[config.mk]
export PLATFORM = sky130hd
export DESIGN_NAME = spi_register_controller
export DESIGN_NICKNAME = d
export VERILOG_FILES = /design/src/rtl/synth_pkg.sv /design/src/rtl/spi_input_synchronizer.sv /design/src/rtl/spi_register_controller.sv
export SDC_FILE = /design/constraint.sdc
export NUM_CORES = 1
export LEC_CHECK = 0
export ABC_AREA = 0
export BUFFER_PORTS_ARGS = -buffer_cell sky130_fd_sc_hd__buf_2
export CAP_MARGIN = 15
export CELL_PAD_IN_SITES_DETAIL_PLACEMENT = 2
export CELL_PAD_IN_SITES_GLOBAL_PLACEMENT = 2
export CORE_ASPECT_RATIO = 0.8
export CORE_UTILIZATION = 35
export CTS_CLUSTER_SIZE = 30
export DETAILED_ROUTE_END_ITERATION = 8
export HOLD_SLACK_MARGIN = 0.15
export PLACE_DENSITY = 0.84
export SYNTH_ARGS = -nofsm -noshare
export SYNTH_HDL_FRONTEND = slang
export SYNTH_SLANG_ARGS = --single-unit
[constraint.sdc]
create_clock -name i_Clock -period 2.9 [get_ports i_Clock]
set_input_delay 0.58 -clock i_Clock [delete_from_list [all_inputs] [get_ports i_Clock]]
set_output_delay 0.58 -clock i_Clock [all_outputs]
set_load 0.02 [all_outputs]
[src/rtl/synth_pkg.sv]
// Shared constants and types for the synth register-write path and its SPI front end.
package synth_pkg;

    localparam int SPI_WORD_WIDTH        = 16;
    localparam int REGISTER_NUMBER_WIDTH = 16;
    localparam int BIT_COUNT_WIDTH       = $clog2(SPI_WORD_WIDTH);

    typedef enum logic [1:0] {
        WAIT_IDLE,
        IDLE,
        ADDRESS,
        DATA
    } SpiState_t;

endpackage

[src/rtl/spi_input_synchronizer.sv]
// Brings one asynchronous SPI pin into the i_Clock domain and optionally flags its edges.
module spi_input_synchronizer #(
    parameter int SYNC_STAGES = 2,
    parameter bit RESET_VALUE = 1'b0,
    parameter bit EDGE_DETECT = 1'b1
) (
    input  logic i_Clock,
    input  logic i_Reset,
    input  logic i_Async,
    output logic o_Level,
    output logic o_Rise,
    output logic o_Fall
);

    logic [SYNC_STAGES-1:0] sync_q;
    logic [SYNC_STAGES-1:0] sync_d;

    always_comb begin
        sync_d = {sync_q[SYNC_STAGES-2:0], i_Async};
    end

    always_ff @(posedge i_Clock) begin
        if (i_Reset) begin
            sync_q <= {SYNC_STAGES{RESET_VALUE}};
        end else begin
            sync_q <= sync_d;
        end
    end

    assign o_Level = sync_q[SYNC_STAGES-1];

    generate
        if (EDGE_DETECT) begin : g_edges
            logic history_q;
            logic history_d;

            always_comb begin
                history_d = o_Level;
            end

            always_ff @(posedge i_Clock) begin
                if (i_Reset) begin
                    history_q <= RESET_VALUE;
                end else begin
                    history_q <= history_d;
                end
            end

            assign o_Rise = o_Level & ~history_q;
            assign o_Fall = ~o_Level & history_q;
        end else begin : g_level_only
            assign o_Rise = 1'b0;
            assign o_Fall = 1'b0;
        end
    endgenerate

endmodule

[src/rtl/spi_register_controller.sv]
// Mode-0 SPI slave: one register-number word then data words, each data word becomes a
// single-cycle write on the synth register port with the number auto-incrementing.
module spi_register_controller
    import synth_pkg::*;
#(
    parameter int                               SYNC_STAGES       = 2,
    parameter logic [REGISTER_NUMBER_WIDTH-1:0] ADDRESS_INCREMENT = REGISTER_NUMBER_WIDTH'(1)
) (
    input  logic                             i_Clock,
    input  logic                             i_Reset,
    input  logic                             i_SpiClock,
    input  logic                             i_SpiChipSelect_n,
    input  logic                             i_SpiMosi,
    output logic                             o_SpiMiso,
    output logic [REGISTER_NUMBER_WIDTH-1:0] o_RegisterNumber,
    output logic [SPI_WORD_WIDTH-1:0]        o_RegisterValue,
    output logic                             o_RegisterWriteEnable,
    output logic                             o_FrameError,
    output logic                             o_Busy
);

    localparam int                         SETTLE_WIDTH = $clog2(SYNC_STAGES + 1);
    localparam logic [SETTLE_WIDTH-1:0]    SETTLE_DONE  = SETTLE_WIDTH'(SYNC_STAGES);
    localparam logic [BIT_COUNT_WIDTH-1:0] LAST_BIT     = BIT_COUNT_WIDTH'(SPI_WORD_WIDTH - 1);

    logic sclk_level_unused, sclk_rise, sclk_fall;
    logic cs_level, cs_rise, cs_fall;
    logic mosi_level, mosi_rise_unused, mosi_fall_unused;

    spi_input_synchronizer #(.SYNC_STAGES(SYNC_STAGES), .RESET_VALUE(1'b0), .EDGE_DETECT(1'b1)) u_sclk_sync (
        .i_Clock(i_Clock), .i_Reset(i_Reset), .i_Async(i_SpiClock),
        .o_Level(sclk_level_unused), .o_Rise(sclk_rise), .o_Fall(sclk_fall)
    );

    // CS_n powers up as "deselected" so o_Busy is low out of reset
    spi_input_synchronizer #(.SYNC_STAGES(SYNC_STAGES), .RESET_VALUE(1'b1), .EDGE_DETECT(1'b1)) u_cs_sync (
        .i_Clock(i_Clock), .i_Reset(i_Reset), .i_Async(i_SpiChipSelect_n),
        .o_Level(cs_level), .o_Rise(cs_rise), .o_Fall(cs_fall)
    );

    spi_input_synchronizer #(.SYNC_STAGES(SYNC_STAGES), .RESET_VALUE(1'b0), .EDGE_DETECT(1'b0)) u_mosi_sync (
        .i_Clock(i_Clock), .i_Reset(i_Reset), .i_Async(i_SpiMosi),
        .o_Level(mosi_level), .o_Rise(mosi_rise_unused), .o_Fall(mosi_fall_unused)
    );

    SpiState_t                        state_q, state_d;
    logic [SETTLE_WIDTH-1:0]          settle_q, settle_d;
    logic [BIT_COUNT_WIDTH-1:0]       bit_count_q, bit_count_d;
    logic [SPI_WORD_WIDTH-1:0]        shift_q, shift_d;
    logic [SPI_WORD_WIDTH-1:0]        echo_q, echo_d;
    logic [REGISTER_NUMBER_WIDTH-1:0] address_q, address_d;
    logic                             write_pending_q, write_pending_d;
    logic [REGISTER_NUMBER_WIDTH-1:0] reg_number_q, reg_number_d;
    logic [SPI_WORD_WIDTH-1:0]        reg_value_q, reg_value_d;
    logic                             write_enable_q, write_enable_d;
    logic                             frame_error_q, frame_error_d;

    always_comb begin
        state_d         = state_q;
        settle_d        = settle_q;
        bit_count_d     = bit_count_q;
        shift_d         = shift_q;
        echo_d          = echo_q;
        address_d       = address_q;
        write_pending_d = 1'b0;
        reg_number_d    = reg_number_q;
        reg_value_d     = reg_value_q;
        write_enable_d  = 1'b0;
        frame_error_d   = 1'b0;

        // A data word finished last cycle: publish it, then step the register number
        if (write_pending_q) begin
            reg_number_d   = address_q;
            reg_value_d    = shift_q;
            write_enable_d = 1'b1;
            address_d      = address_q + ADDRESS_INCREMENT;
        end

        case (state_q)
            WAIT_IDLE: begin
                // Let the CS_n chain flush its reset value before trusting a high level
                if (settle_q != SETTLE_DONE) begin
                    settle_d = settle_q + 1'b1;
                end else if (cs_level) begin
                    state_d = IDLE;
                end
            end
            IDLE: begin
                if (cs_fall) begin
                    state_d     = ADDRESS;
                    bit_count_d = '0;
                    echo_d      = '0;
                end
            end
            ADDRESS, DATA: begin
                if (sclk_rise) begin
                    shift_d     = {shift_q[SPI_WORD_WIDTH-2:0], mosi_level};
                    bit_count_d = bit_count_q + 1'b1;
                    if (bit_count_q == LAST_BIT) begin
                        echo_d = shift_d;
                        if (state_q == ADDRESS) begin
                            address_d = shift_d;
                            state_d   = DATA;
                        end else begin
                            write_pending_d = 1'b1;
                        end
                    end
                end else if (sclk_fall && (bit_count_q != '0)) begin
                    // The fall that ends a word keeps the freshly loaded bit 15 on MISO
                    echo_d = {echo_q[SPI_WORD_WIDTH-2:0], 1'b0};
                end
                if (cs_rise) begin
                    frame_error_d = (bit_count_d != '0);
                    bit_count_d   = '0;
                    state_d       = IDLE;
                end
            end
            default: state_d = WAIT_IDLE;
        endcase
    end

    always_ff @(posedge i_Clock) begin
        if (i_Reset) begin
            state_q         <= WAIT_IDLE;
            settle_q        <= '0;
            bit_count_q     <= '0;
            shift_q         <= '0;
            echo_q          <= '0;
            address_q       <= '0;
            write_pending_q <= 1'b0;
            reg_number_q    <= '0;
            reg_value_q     <= '0;
            write_enable_q  <= 1'b0;
            frame_error_q   <= 1'b0;
        end else begin
            state_q         <= state_d;
            settle_q        <= settle_d;
            bit_count_q     <= bit_count_d;
            shift_q         <= shift_d;
            echo_q          <= echo_d;
            address_q       <= address_d;
            write_pending_q <= write_pending_d;
            reg_number_q    <= reg_number_d;
            reg_value_q     <= reg_value_d;
            write_enable_q  <= write_enable_d;
            frame_error_q   <= frame_error_d;
        end
    end

    assign o_SpiMiso             = echo_q[SPI_WORD_WIDTH-1];
    assign o_RegisterNumber      = reg_number_q;
    assign o_RegisterValue       = reg_value_q;
    assign o_RegisterWriteEnable = write_enable_q;
    assign o_FrameError          = frame_error_q;
    assign o_Busy                = ~cs_level;

endmodule

=== Yosys cells after proc, flatten, opt, wreduce, memory -nomap -nowiden ===
Cells that the tools add are included.

* Register bits after elaboration: 99
* Logic and storage cells: 82

* Add/sub/neg operators: 3
* Eq/ne operators: 13
* Muxes and demuxes: 25
* Bitwise logic cells: 12
* Reductions and logical operators: 13

{| class="wikitable"
|+ Operator list
! kind !! count
|-
| $mux 16 || 9
|-
| $pmux 16 s2 || 1
|-
| $add 16x1->16 const B || 1
|-
| $mux 4 || 4
|-
| $ne 3x3->1 const B || 5
|-
| $mux 2 || 7
|-
| $not 1->1 || 8
|-
| $pmux 4 s2 || 1
|-
| $reduce_bool 4->1 || 2
|-
| $ne 2x2->1 const B || 3
|-
| $pmux 2 s3 || 1
|-
| $reduce_and 2->1 || 3
|-
| $reduce_and 6->1 || 1
|-
| $add 4x1->4 const B || 1
|-
| $and 1x1->1 || 4
|-
| $eq 2x2->1 const B || 2
|-
| $eq 4x4->1 const B || 1
|-
| $reduce_and 4->1 || 1
|-
| $reduce_or 4->1 || 1
|-
| $reduce_or 3->1 || 1
|-
| $add 2x1->2 const B || 1
|-
| $eq 2x1->1 const B || 1
|-
| $logic_not 2->1 || 1
|-
| $mux 1 || 2
|-
| 4 further kinds || 4
|}

=== Longest topological paths before layout ===
Gate-level depths: netlist of run 1.

* Word-level depth: 6
* Depth in mapped cells: 7

=== Hierarchy ===
A second synthesis of run 1 with hierarchy kept.

* Cells, all modules: 419
* Area total of the unflattened synthesis: 4106.4 sq um

{| class="wikitable"
|+ Modules (own cells, without submodules)
! module !! times used !! cells each !! area each (sq um)
|-
| spi_register_controller || 1 || 396 || 3851.2
|-
| spi_input_synchronizer at u_cs_sync || 1 || 8 || 92.6
|-
| spi_input_synchronizer at u_sclk_sync || 1 || 8 || 91.3
|-
| spi_input_synchronizer at u_mosi_sync || 1 || 7 || 71.3
|}

=== Least setup slack after synthesis of run 1 ===
No wires, ideal clock.

* Path type: register to register
* From: register bit_count_q[0]
* To: register echo_q[10]
* Library setup time: 0.138 ns
* Arrival: 1.559 ns
* Data required time: 2.762 ns
* Setup slack: 1.203 ns
* Cell stages (with the launch flop): 7
* Path buffers: 1
* Cells stage by stage: dfxtp_1 ha_1 nand4b_1 a21boi_1 o31a_1 clkbuf_1 o32ai_1

* Longest elaborated chain between the ends: 4
* Elaborated cells between the ends (all ways): 6
* Those cells by class: eq/ne: 3; reduce/logical: 3

{| class="wikitable"
|+ RTL lines
! item !! RTL line !! source
|-
| start: declaration || spi_register_controller.sv:48 || <nowiki>logic [BIT_COUNT_WIDTH-1:0] bit_count_q, bit_count_d;</nowiki>
|-
| start signal: assignment || spi_register_controller.sv:138 || <nowiki>bit_count_q <= bit_count_d;</nowiki>
|-
| $reduce_bool 4->1 || spi_register_controller.sv:108 || <nowiki>end else if (sclk_fall && (bit_count_q != '0)) begin</nowiki>
|-
| $logic_and 1x1->1 || spi_register_controller.sv:108 ||
|-
| $ne 3x3->1 (no line) || n/a ||
|-
| $reduce_and 4->1 (no line) * || n/a ||
|-
| end signal: assignment || spi_register_controller.sv:140 || <nowiki>echo_q <= echo_d;</nowiki>
|-
| end: declaration || spi_register_controller.sv:50 || <nowiki>logic [SPI_WORD_WIDTH-1:0] echo_q, echo_d;</nowiki>
|}

Every way passes the cells marked *; elsewhere a longest branch is shown, timed or not.
A chain may end at the register's enable or synchronous reset.

=== Final worst setup path of run 1 ===
* From: register write_pending_q
* To: register address_q[14]

* Longest elaborated chain between the ends: 5

{| class="wikitable"
|+ RTL lines
! item !! RTL line !! source
|-
| start: declaration || spi_register_controller.sv:52 || <nowiki>logic write_pending_q, write_pending_d;</nowiki>
|-
| start signal: assignment || spi_register_controller.sv:142 || <nowiki>write_pending_q <= write_pending_d;</nowiki>
|-
| $mux 16 * || spi_register_controller.sv:72 || <nowiki>if (write_pending_q) begin</nowiki>
|-
| $mux 16 || spi_register_controller.sv:101 || <nowiki>if (state_q == ADDRESS) begin</nowiki>
|-
| $mux 16 || spi_register_controller.sv:99 || <nowiki>if (bit_count_q == LAST_BIT) begin</nowiki>
|-
| $mux 16 || spi_register_controller.sv:96 || <nowiki>if (sclk_rise) begin</nowiki>
|-
| $mux 16 * || spi_register_controller.sv:79 || <nowiki>case (state_q)</nowiki>
|-
| end signal: assignment || spi_register_controller.sv:141 || <nowiki>address_q <= address_d;</nowiki>
|-
| end: declaration || spi_register_controller.sv:51 || <nowiki>logic [REGISTER_NUMBER_WIDTH-1:0] address_q, address_d;</nowiki>
|}

Marked as above.

==> summary.txt, run 1 <==
Clock network
  – CTS Hold Buffers Added: 0
  – Clock buffer depth: 2
  – Skew-Pair Late Insertion Delay: roughly 0.35 ns
  – Clk slew on worst S/H paths: ~0.070 ns
  – Post-CTS resize count: 0
  – CTS buffer count: 9
  – CTS tree: yes
  – Clock sinks: 99
  – Setup Fix Bufs, Post-CTS: 0
  – Root Buffer: clkbuf_16
  – H-tree depth: 3

Drt
  – Routed Antenna Nets: 0
  – Remaining DRCs: 0
  – Total wire length: 11300 um
  – TritonRoute pass-1 iters: 4
  – Routed via count: between 3000 and 4000
  – DRT iter0 DRCs: about 130
  – Via density: 5.26
  – WL/cell: ~18 um

Logic synthesis
  – Post-synthesis adder-cell area fraction: 0.0125
  – Yosys reg bits: 99
  – Yosys top cell by area: dfxtp_1
  – Area fraction in compound gates after synthesis: 0.134
  – Main area contributors after synthesis: dfxtp_1 (49%), mux2i_1 (8.7%), nor2_1 (6.6%)
  – YS warnings: 0
  – Post-Synth XOR/XNOR Area: 0.0350
  – Syn Inst Count: between 400 and 500
  – Post-Syn Area: 4010 um2
  – Syn Nets: about 460
  – Post-synth top area share: 0.495
  – Mean Syn Cell Area: 8.98 um2
  – Mux share of post-synthesis cell area: 0.0875
  – Largest family of logic cells by synthesized area: simple AND/OR/NAND/NOR gates
  – Post-synthesis simple-gate area fraction: 0.186
  – Seq/Total Area, Yosys: 0.495
  – Synth unique cells: 44

Die
  – Die Y-Extent: 97.7 um
  – Die area: 11900 um2
  – Row cnt: 34
  – IO Pins: 41
  – Starting density of the core: 0.364
  – Die Width: between 100 and 150 um
  – Core area: 11000 um2

STA
  – Worst slew pin tran: about 1.1 ns
  – Clk_skew: 0.00725 ns
  – Fin crit share: 0.768
  – Slew Limit Fails: 0
  – Setup violators final: 0
  – Setup TNS Final: 0 ns
  – Fmax: 449 MHz
  – RSZ-0062 raised after global routing: false
  – Min cycle time layout: 2.23 ns
  – Hold Vio Cnt, Final: 0
  – Slew margin rel.: 0.243

Global route
  – Largest net degree at the start of global routing: 53
  – Grt total ovfl: 0
  – Vias in the first global route: 3500
  – Gr usage total: 0.203
  – Initial antenna violation count: 0
  – First-pass GRT wire length: 18600 um

Power and ir drop
  – PwrDens: between 600 and 700 nW/um2
  – Leak: 1.68 nW
  – VDD IR max: 0.278 mV

Placement
  – PortBufs: 40
  – Post-DP HPWL: 7460 um
  – GPL Wtd Cong: 0.764
  – Placed insts: 607

Cells and area
  – ANT cells: 0
  – Final instance count without filler cells: roughly 620
  – Post-layout nets: 484
  – Share of post-route cells with drive strength above 1: 0.150
  – Layout area overhead: 17.0%

Setup path
  – Worst Path Required: 3.13 ns
  – Critical path class: flip-flop to flip-flop
  – CP endpoint kind: flip-flop
  – Worst Path Arrival: ~2.5 ns
  – Element type at the critical path start: flip-flop
  – CP Max Fanout: 19

Run
  – Max-cap check violation count: 0

Hold path
  – Worst Hold Class: flip-flop to flip-flop

Run status
  – Status: finished, final reports clean
==> worst max-delay path: stages (launching register included) <==
cell      delay (ns)
dfxtp_2         0.69
nand3_1         0.34
or3_1           0.43
or3_1           0.32
a311oi_1        0.34
==> state kept, by name (all words and copies together), names as in the netlist <==
signal,flops
bit_count_q,4
u_mosi_sync.sync_q,2
state_q,2
o_RegisterNumber,16
write_pending_q,1
address_q,16
o_FrameError,1
u_cs_sync.sync_q,2
shift_q,16
echo_q,16
o_RegisterWriteEnable,1
settle_q,2
u_cs_sync.g_edges.history_q,1
u_sclk_sync.g_edges.history_q,1
u_sclk_sync.sync_q,2
o_RegisterValue,16
==> path summary, 6_finish.rpt <==
kind / startpoint / end / slack, ns / cells after the start
min: u_cs_sync.sync_q[0]$_SDFF_PP1_ / u_cs_sync.sync_q[1]$_SDFF_PP1_ / 0.41 / 1
max reg2reg: write_pending_q$_SDFF_PP0_ / address_q[14]$_SDFF_PP0_ / 0.67 / 4
max: write_pending_q$_SDFF_PP0_ / address_q[14]$_SDFF_PP0_ / 0.67 / 4
min reg2reg: u_cs_sync.sync_q[0]$_SDFF_PP1_ / u_cs_sync.sync_q[1]$_SDFF_PP1_ / 0.41 / 1
==> placed cells by master, fill, tap and decap left out, drive strengths merged, types with 2 or more instances in the layout <==
cell type,netlist,routed
clkinv,0,2
o32ai,16,16
clkbuf,18,11
mux2i,35,35
nand2b,3,3
a21oi,34,34
xnor2,13,13
a211oi,16,16
nor2b,7,7
inv,23,23
ha,4,4
xor2,3,3
nor4,4,4
buf,10,46
nor2,70,70
nand2,41,41
nand3,10,10
nand3b,2,2
or3,6,6
bufinv,0,3
a311oi,2,2
nor3,3,3
nand4,4,4
o21ai,6,6
dfxtp,99,99
and2,3,3
or2,3,3
==> cells by family (layout without fill, tap and decap cells) <==
| kind of cell | after synthesis | in the layout |
|---|---|---|
| multiplexers | 35 | 35 |
| adder cells (fa/ha/maj) | 4 | 4 |
| buffers and inverters | 51 | 85 |
| AO/OA/AOI/OAI | 81 | 81 |
| flip-flops | 99 | 99 |
| XOR/XNOR | 16 | 16 |
| AND/OR/NAND/NOR | 160 | 160 |
==> synthesized netlist by cell type, drive strengths merged <==
| master | n |
|---|---|
| and4 | 1 |
| or2 | 3 |
| a21boi | 1 |
| xnor2 | 13 |
| nor3b | 1 |
| o31ai | 1 |
| o21a | 1 |
| nand2 | 41 |
| dfxtp | 99 |
| ha | 4 |
| inv | 23 |
| a311oi | 2 |
| or3 | 6 |
| nor3 | 3 |
| a22oi | 1 |
| o31a | 1 |
| nand4b | 1 |
| or4 | 1 |
| nand3 | 10 |
| and2 | 3 |
| a31oi | 1 |
| mux2i | 35 |
| nand3b | 2 |
| nand4 | 4 |
| o21ai | 6 |
| o32ai | 16 |
| nor4 | 4 |
| xor2 | 3 |
| a21oi | 34 |
| nor2 | 70 |
| clkbuf | 18 |
| a211oi | 16 |
| nand2b | 3 |
| a2111oi | 1 |
| buf | 10 |
| nor2b | 7 |
==> final cells by class <==
| type | instances | area, um2 |
|---|---|---|
| Clock buffer | 11 | 243 |
| Fill cell | 1202 | 6330 |
| Multi-Input combinational cell | 296 | 1830 |
| Inverter | 23 | 86.3 |
| Sequential cell | 99 | 1980 |
| Timing Repair Buffer | 46 | 265 |
| Clock inverter | 5 | 100 |
| Tap cell | 144 | 180 |
==> stage by stage <==
| step | power [mW] | hold WS, ns | util | area [um2] | setup slack [ns] |
|---|---|---|---|---|---|
| 2_1_floorplan | 1.51 | 0.389 | - | 4010 | 1.20 |
| 3_3_place_gp | 1.54 | 0.392 | 0.392 | 4310 | 0.720 |
| 3_5_place_dp | 1.55 | 0.401 | 0.392 | 4310 | 0.605 |
| 4_1_cts | 2.93 | 0.405 | 0.423 | 4660 | 0.514 |
| 5_1_grt | 3.01 | 0.407 | 0.425 | 4680 | 0.511 |
| 6_report | 2.90 | 0.414 | 0.425 | 4680 | 0.673 |
==> per-layer routing <==
metal  track usage  routed length (um)
met2         0.339                5780
met5             0                   0
met4        0.0560                 164
met1         0.256                5110
met3        0.0505                 270
==> power by group <==
group          leakage, nW  internal, mW  switching (mW)  total [mW]
combinational        0.715        0.0416          0.0744       0.116
sequential           0.800          1.38          0.0199        1.40
clock                0.169         0.864           0.520        1.38
No activity file was read; power rests on OpenSTA's default activity.
==> run 2: changes to the inputs <==
Settings changed: CORE_UTILIZATION 35 to 32, PLACE_DENSITY 0.84 to 0.81.
Clock period 2.9 ns to 2 ns, I/O delays scaled along.
==> summary.txt, run 2 (synthesized netlist as in run 1, its figures left out) <==
Run status
  – Status: finished, final reports clean

Power and ir drop
  – VDD IR max: 0.456 mV (+64%)
  – Register share of total power: 0.505 (+0.022)
  – Post-route total power: 4.02 mW (+38%)
  – Net switching power: 0.868 mW (+41%)
  – Int Pwr: 3.15 mW (+38%)
  – Clock power frac: 0.449 (-0.028)
  – PwrDens: 844 nW/um2 (+36%)
  – Power share of the combinational group: 0.046 (+0.006)
  – Switching Fraction: 0.216 (+0.00437)
  – Leak: 1.71 nW (+1.3%)

Drt
  – Via density: 4.99 (-5.1%)
  – Routed Antenna Nets: 0 (unchanged)
  – DRT iter0 DRCs: 168 (+34%)
  – Remaining DRCs: 0 (unchanged)
  – Routed via count: 3289 (+0.24%)
  – WL/cell: 16.7 um (-8.1%)
  – Total wire length: 11000 um (-3.0%)
  – TritonRoute pass-1 iters: 4 (unchanged)

Clock network
  – Clock sinks: 99 (unchanged)
  – Root Buffer: clkbuf_16
  – CTS Hold Buffers Added: 0 (unchanged)
  – Post-CTS resize count: 0 (unchanged)
  – Setup Fix Bufs, Post-CTS: 0 (unchanged)
  – H-tree depth: 3 (unchanged)
  – CTS tree: yes
  – CTS buffer count: 9 (unchanged)
  – Clk slew on worst S/H paths: 0.06 ns (about the same)
  – Clock buffer depth: 2 (unchanged)
  – Skew-Pair Late Insertion Delay: 0.35 ns (about the same)

Die
  – IO Pins: 41 (unchanged)
  – Starting density of the core: 0.328 (-0.0354)
  – Core area: 12200 um2 (+11%)
  – Die area: 13000 um2 (+9.2%)
  – Die Y-Extent: 102 um (+4.5%)
  – Row cnt: 36 (+5.9%)
  – Die Width: 127 um (+4.5%)

Cells and area
  – Most common cell after layout, fill and taps aside: dfxtp_1
  – Share of post-route cells with drive strength above 1: 0.160 (+0.00984)
  – ANT cells: 0 (unchanged)
  – Commonest non-fill, non-tap cells in the layout: dfxtp_1 (98), nor2_1 (70), nand2_1 (41)
  – Final instance count without filler cells: 659 (+5.6%)
  – Filler Cells Inserted: 1360 (+13%)
  – Layout area overhead: 18.9%
  – Post-layout nets: 492 (+1.7%)
  – Design area: 4760 um2 (+1.6%)

Placement
  – GPL Wtd Cong: 0.774 (+1.2%)
  – Placed insts: 643 (+5.9%)
  – PortBufs: 40 (unchanged)
  – Post-DP HPWL: 7570 um (+1.4%)
  – Placed inst area: 4450 um2 (+3.2%)
  – Place WS: 0.175 ns (-0.430 ns)

Setup path
  – CP startpoint: bit_count_q[0]$_SDFFE_PP0P_
  – Reg2reg path depth: 6 (+2)
  – Delay of the slowest cell on the worst path: 0.42 ns (-0.27 ns)
  – Reg-to-reg slack, setup: 0.17 ns (-0.50 ns)
  – CP Max Fanout: 33 (+14)
  – CP bufs+invs: 1 (+1)
  – R2r startpoint: bit_count_q[0]$_SDFFE_PP0P_
  – Element type at the critical path start: flip-flop
  – CP endpoint kind: flip-flop
  – Slowest cell on crit path: dfxtp_1
  – Worst Path Required: 2.20 ns (-0.93 ns)
  – Critical path class: flip-flop to flip-flop
  – CP top delay family: simple AND/OR/NAND/NOR gates
  – Worst path cell trace: ha_1 > nand3_1 > or3_1 > buf_4 > nor2_1 > a211oi_1
  – Worst Path Arrival: 2.03 ns (-0.43 ns)
  – Worst reg2reg endpoint: address_q[0]$_SDFF_PP0_

STA
  – Clk_skew: 0.00657 ns (-0.000678 ns)
  – Hold Vio Cnt, Final: 0 (unchanged)
  – Slew Limit Fails: 0 (unchanged)
  – Fmax: 547 MHz (+22%)
  – Fin crit share: 0.914 (+0.146)
  – Setup violators final: 0 (unchanged)
  – Slew margin rel.: 0.730 (+0.487)
  – Worst slew pin tran: 0.395 ns (-0.733 ns)
  – RSZ-0062 raised after global routing: false
  – Setup TNS Final: 0 ns (unchanged)
  – Setup WS post-layout: 0.173 ns (-0.500 ns)
  – Min cycle time layout: 1.83 ns (-0.400 ns)

Global route
  – Initial antenna violation count: 0 (unchanged)
  – Vias in the first global route: 3468 (-0.91%)
  – First-pass GRT wire length: 18300 um (-1.2%)
  – Largest net degree at the start of global routing: 38 (-28%)
  – Grt total ovfl: 0 (unchanged)
  – Gr usage total: 0.184 (-0.0181)

Hold path
  – Worst hold path endpoint: u_cs_sync.sync_q[0]$_SDFF_PP1_
  – Hold path depth: 2 (+1)
  – Worst Hold Class: primary input to flip-flop
  – Worst Min Path Start: i_SpiChipSelect_n

Run
  – Max-cap check violation count: 0 (unchanged)
## run 2: power groups by stage
| stage | logic, mW | clock network [mW] | registers (mW) |
|---|---|---|---|
| 6_report | 0.185 | 1.80 | 2.03 |
| 5_1_grt | 0.209 | 1.92 | 2.03 |
| 4_1_cts | 0.192 | 1.86 | 2.03 |
| 3_5_place_dp | 0.184 | 0 | 2.07 |
| 3_3_place_gp | 0.170 | 0 | 2.07 |
| 2_1_floorplan | 0.129 | 0 | 2.06 |
## run 2: per-stage QoR
stage	hold WS, ns	utilization
6_report	0.243	0.390
5_1_grt	0.245	0.390
4_1_cts	0.222	0.390
3_5_place_dp	0.403	0.365
3_3_place_gp	0.394	0.365
2_1_floorplan	0.389	-
## run 2: final cells by class
cell class / count / area, um2 / share of cell area
sequential: 99 / 1980 / 0.417
multi-input combinational: 296 / 1830 / 0.384
timing repair buffer: 54 / 343 / 0.0720
clock buffer: 15 / 278 / 0.0583
tap: 171 / 214 / 0.0449
inverter: 23 / 86.3 / 0.0181
clock inverter: 1 / 30.0 / 0.00631
## run 2: worst max path at each step
| stage | endpoint | slack [ns] | cells past startpoint |
|---|---|---|---|
| after floorplan | echo_q[10]$_SDFFE_PP0P_ | 0.30 | 6 |
| after global placement | state_q[0]$_SDFFE_PP0P_ | 0.29 | 6 |
| after detailed placement | state_q[0]$_SDFFE_PP0P_ | 0.17 | 6 |
| after CTS | address_q[0]$_SDFF_PP0_ | 0.14 | 6 |
| after global routing | address_q[0]$_SDFF_PP0_ | 0.03 | 6 |
| final | address_q[0]$_SDFF_PP0_ | 0.17 | 6 |
## run 2: routing by layer
| metal | GRT usage | wire length [um] | vias up |
|---|---|---|---|
| li1 | - | - | 1603 |
| met1 | 0.229 | 5250 | 1632 |
| met2 | 0.317 | 5270 | 40 |
| met3 | 0.0408 | 269 | 14 |
| met4 | 0.0668 | 191 | 0 |
| met5 | 0 | 0 | - |
## run 2: worst reg2reg max path, cell delays in order, from the launching register on
cell and delay, ns:
dfxtp_1 0.42, ha_1 0.29, nand3_1 0.13, or3_1 0.33
buf_4 0.25, nor2_1 0.19, a211oi_1 0.08
==> run 3: changes to the inputs <==
Settings changed: CORE_MARGIN from default to 2, GPL_TIMING_DRIVEN from default to 0.
==> summary.txt, run 3 (synthesized netlist as in run 1, its figures left out) <==
Die
  – Core area: 12200 um2 (unchanged)
  – IO Pins: 41 (unchanged)
  – Die area: 13400 um2 (+3.6%)
  – Row cnt: 36 (unchanged)
  – Die Y-Extent: 104 um (+2.0%)
  – Starting density of the core: 0.328 (unchanged)
  – Die Width: 129 um (+1.6%)

STA
  – RSZ-0062 raised after global routing: true
  – Slew margin rel.: 0.589 (-0.141)
  – Min cycle time layout: 1.89 ns (+0.0619 ns)
  – Setup WS post-layout: 0.111 ns (-0.0619 ns)
  – Worst slew pin tran: 0.617 ns (+0.222 ns)
  – Hold Vio Cnt, Final: 0 (unchanged)
  – Clk_skew: 0.00719 ns (+0.000622 ns)
  – Fmax: 529 MHz (-3.3%)
  – Setup violators final: 0 (unchanged)
  – Slew Limit Fails: 0 (unchanged)
  – Fin crit share: 0.945 (+0.0309)

Setup path
  – Reg2reg path depth: 6 (unchanged)
  – CP bufs+invs: 2 (+1)
  – Worst Path Required: 2.21 ns (about the same)
  – Worst Path Arrival: 2.10 ns (+0.07 ns)
  – Worst path cell trace: nand3b_2 > or3_1 > clkbuf_1 > buf_2 > nor2_1 > a211oi_1
  – CP endpoint kind: flip-flop
  – Slowest cell on crit path: or3_1
  – CP Depth: 6 (unchanged)
  – CP Max Fanout: 10 (-70%)
  – CP top delay family: simple AND/OR/NAND/NOR gates
  – Critical path class: flip-flop to flip-flop
  – Delay of the slowest cell on the worst path: 0.42 ns (about the same)
  – Element type at the critical path start: flip-flop

Run
  – Max-cap check violation count: 0 (unchanged)

Placement
  – Placed insts: 657 (+2.2%)
  – Place WS: -0.221 ns (-0.396 ns)
  – GPL Wtd Cong: 0.829 (+7.2%)
  – Post-DP HPWL: 8870 um (+17%)
  – PortBufs: 40 (unchanged)

Global route
  – Gr usage total: 0.199 (+0.0142)
  – Vias in the first global route: 3814 (+10%)
  – First-pass GRT wire length: 20600 um (+12%)
  – Grt peak-use layer: met2
  – Largest net degree at the start of global routing: 17 (-55%)
  – Grt total ovfl: 0 (unchanged)
  – Initial antenna violation count: 0 (unchanged)
  – Met1 global-route usage: 0.256 (+0.0264)
  – Met2 track demand over resource: 0.339 (+0.0216)
  – GRT met3 Usage: 0.0376 (-0.00329)

Cells and area
  – Layout area overhead: 19.2%
  – Most common cell after layout, fill and taps aside: dfxtp_1
  – Commonest non-fill, non-tap cells in the layout: dfxtp_1 (94), nor2_1 (70), buf_2 (45)
  – Share of post-route cells with drive strength above 1: 0.169 (+0.00915)
  – Post-layout nets: 507 (+3.0%)
  – Final instance count without filler cells: 674 (+2.3%)
  – ANT cells: 0 (unchanged)

Power and ir drop
  – VDD IR max: 0.429 mV (-5.8%)
  – Leak: 1.70 nW (-0.54%)
  – PwrDens: 840 nW/um2 (-0.44%)

Hold path
  – Worst Hold Class: primary input to flip-flop
  – Hold path depth: 2 (unchanged)

Drt
  – Total wire length: 12600 um (+15%)
  – Routed via count: 3394 (+3.2%)
  – Remaining DRCs: 0 (unchanged)
  – TritonRoute pass-1 iters: 4 (unchanged)
  – Routed Antenna Nets: 0 (unchanged)
  – WL/cell: 18.8 um (+13%)
  – Via density: 5.04 (+0.90%)
  – DRT iter0 DRCs: 108 (-36%)

Clock network
  – Clock sinks: 99 (unchanged)
  – Root Buffer: clkbuf_16
  – Skew-Pair Late Insertion Delay: 0.35 ns (about the same)
  – Clk slew on worst S/H paths: 0.07 ns (about the same)
  – Clock buffer depth: 2 (unchanged)
  – H-tree depth: 3 (unchanged)
  – CTS buffer count: 9 (unchanged)
  – CTS tree: yes

Run status
  – Status: finished, final reports clean
-- run 3: area by class of cell --
type | count | area, um2
Timing Repair Buffer | 41 | 208
Tap cell | 171 | 214
Fill cell | 1357 | 7430
Inverter | 23 | 86.3
Multi-Input combinational cell | 296 | 1850
Clock inverter | 5 | 61.3
Sequential cell | 99 | 1990
Buffer | 28 | 124
Clock buffer | 11 | 243
-- run 3: worst paths after layout --
path | slack, ns | startpoint | to
setup / recovery | 0.11 | u_sclk_sync.g_edges.history_q$_SDFF_PP0_ | address_q[11]$_SDFF_PP0_
hold / removal | 0.24 | i_SpiChipSelect_n | u_cs_sync.sync_q[0]$_SDFF_PP1_
setup reg to reg | 0.11 | u_sclk_sync.g_edges.history_q$_SDFF_PP0_ | address_q[11]$_SDFF_PP0_
hold reg to reg | 0.42 | u_cs_sync.sync_q[0]$_SDFF_PP1_ | u_cs_sync.sync_q[1]$_SDFF_PP1_
-- run 3: what timing repair did --
action	CTS	global route
cloned	0	0
gates resized for setup	7	13
setup endpoints to repair	26	41
pin swaps	1	0
buffers inserted	1	0
hold buffers	0	0
-- run 3: through the flow --
| stage | hold WS [ns] | area, um2 | power, mW | utilization | setup TNS (ns) |
|---|---|---|---|---|---|
| 6_report | 0.240 | 4770 | 4.01 | 0.391 | 0 |
| 5_1_grt | 0.250 | 4770 | 4.17 | 0.391 | -0.0201 |
| 4_1_cts | 0.230 | 4750 | 4.05 | 0.389 | 0 |
| 3_5_place_dp | 0.408 | 4420 | 2.25 | 0.362 | -5.70 |
| 3_3_place_gp | 0.396 | 4420 | 2.24 | 0.362 | -2.78 |
| 2_1_floorplan | 0.389 | 4010 | 2.19 | - | 0 |
-- run 3: routing by layer --
layer | share of wire | vias up | routed length, um
li1 | - | 1640 | -
met1 | 0.47 | 1690 | 5880
met2 | 0.49 | 46 | 6230
met3 | 0.026 | 18 | 327
met4 | 0.016 | 0 | 199
met5 | 0 | - | 0
-- run 3: power breakdown --
part           switching (mW)  total (mW)  internal [mW]  leakage [nW]
clock                   0.786        1.80           1.01         0.150
sequential             0.0249        2.03           2.00         0.802
combinational           0.120       0.185         0.0656         0.745
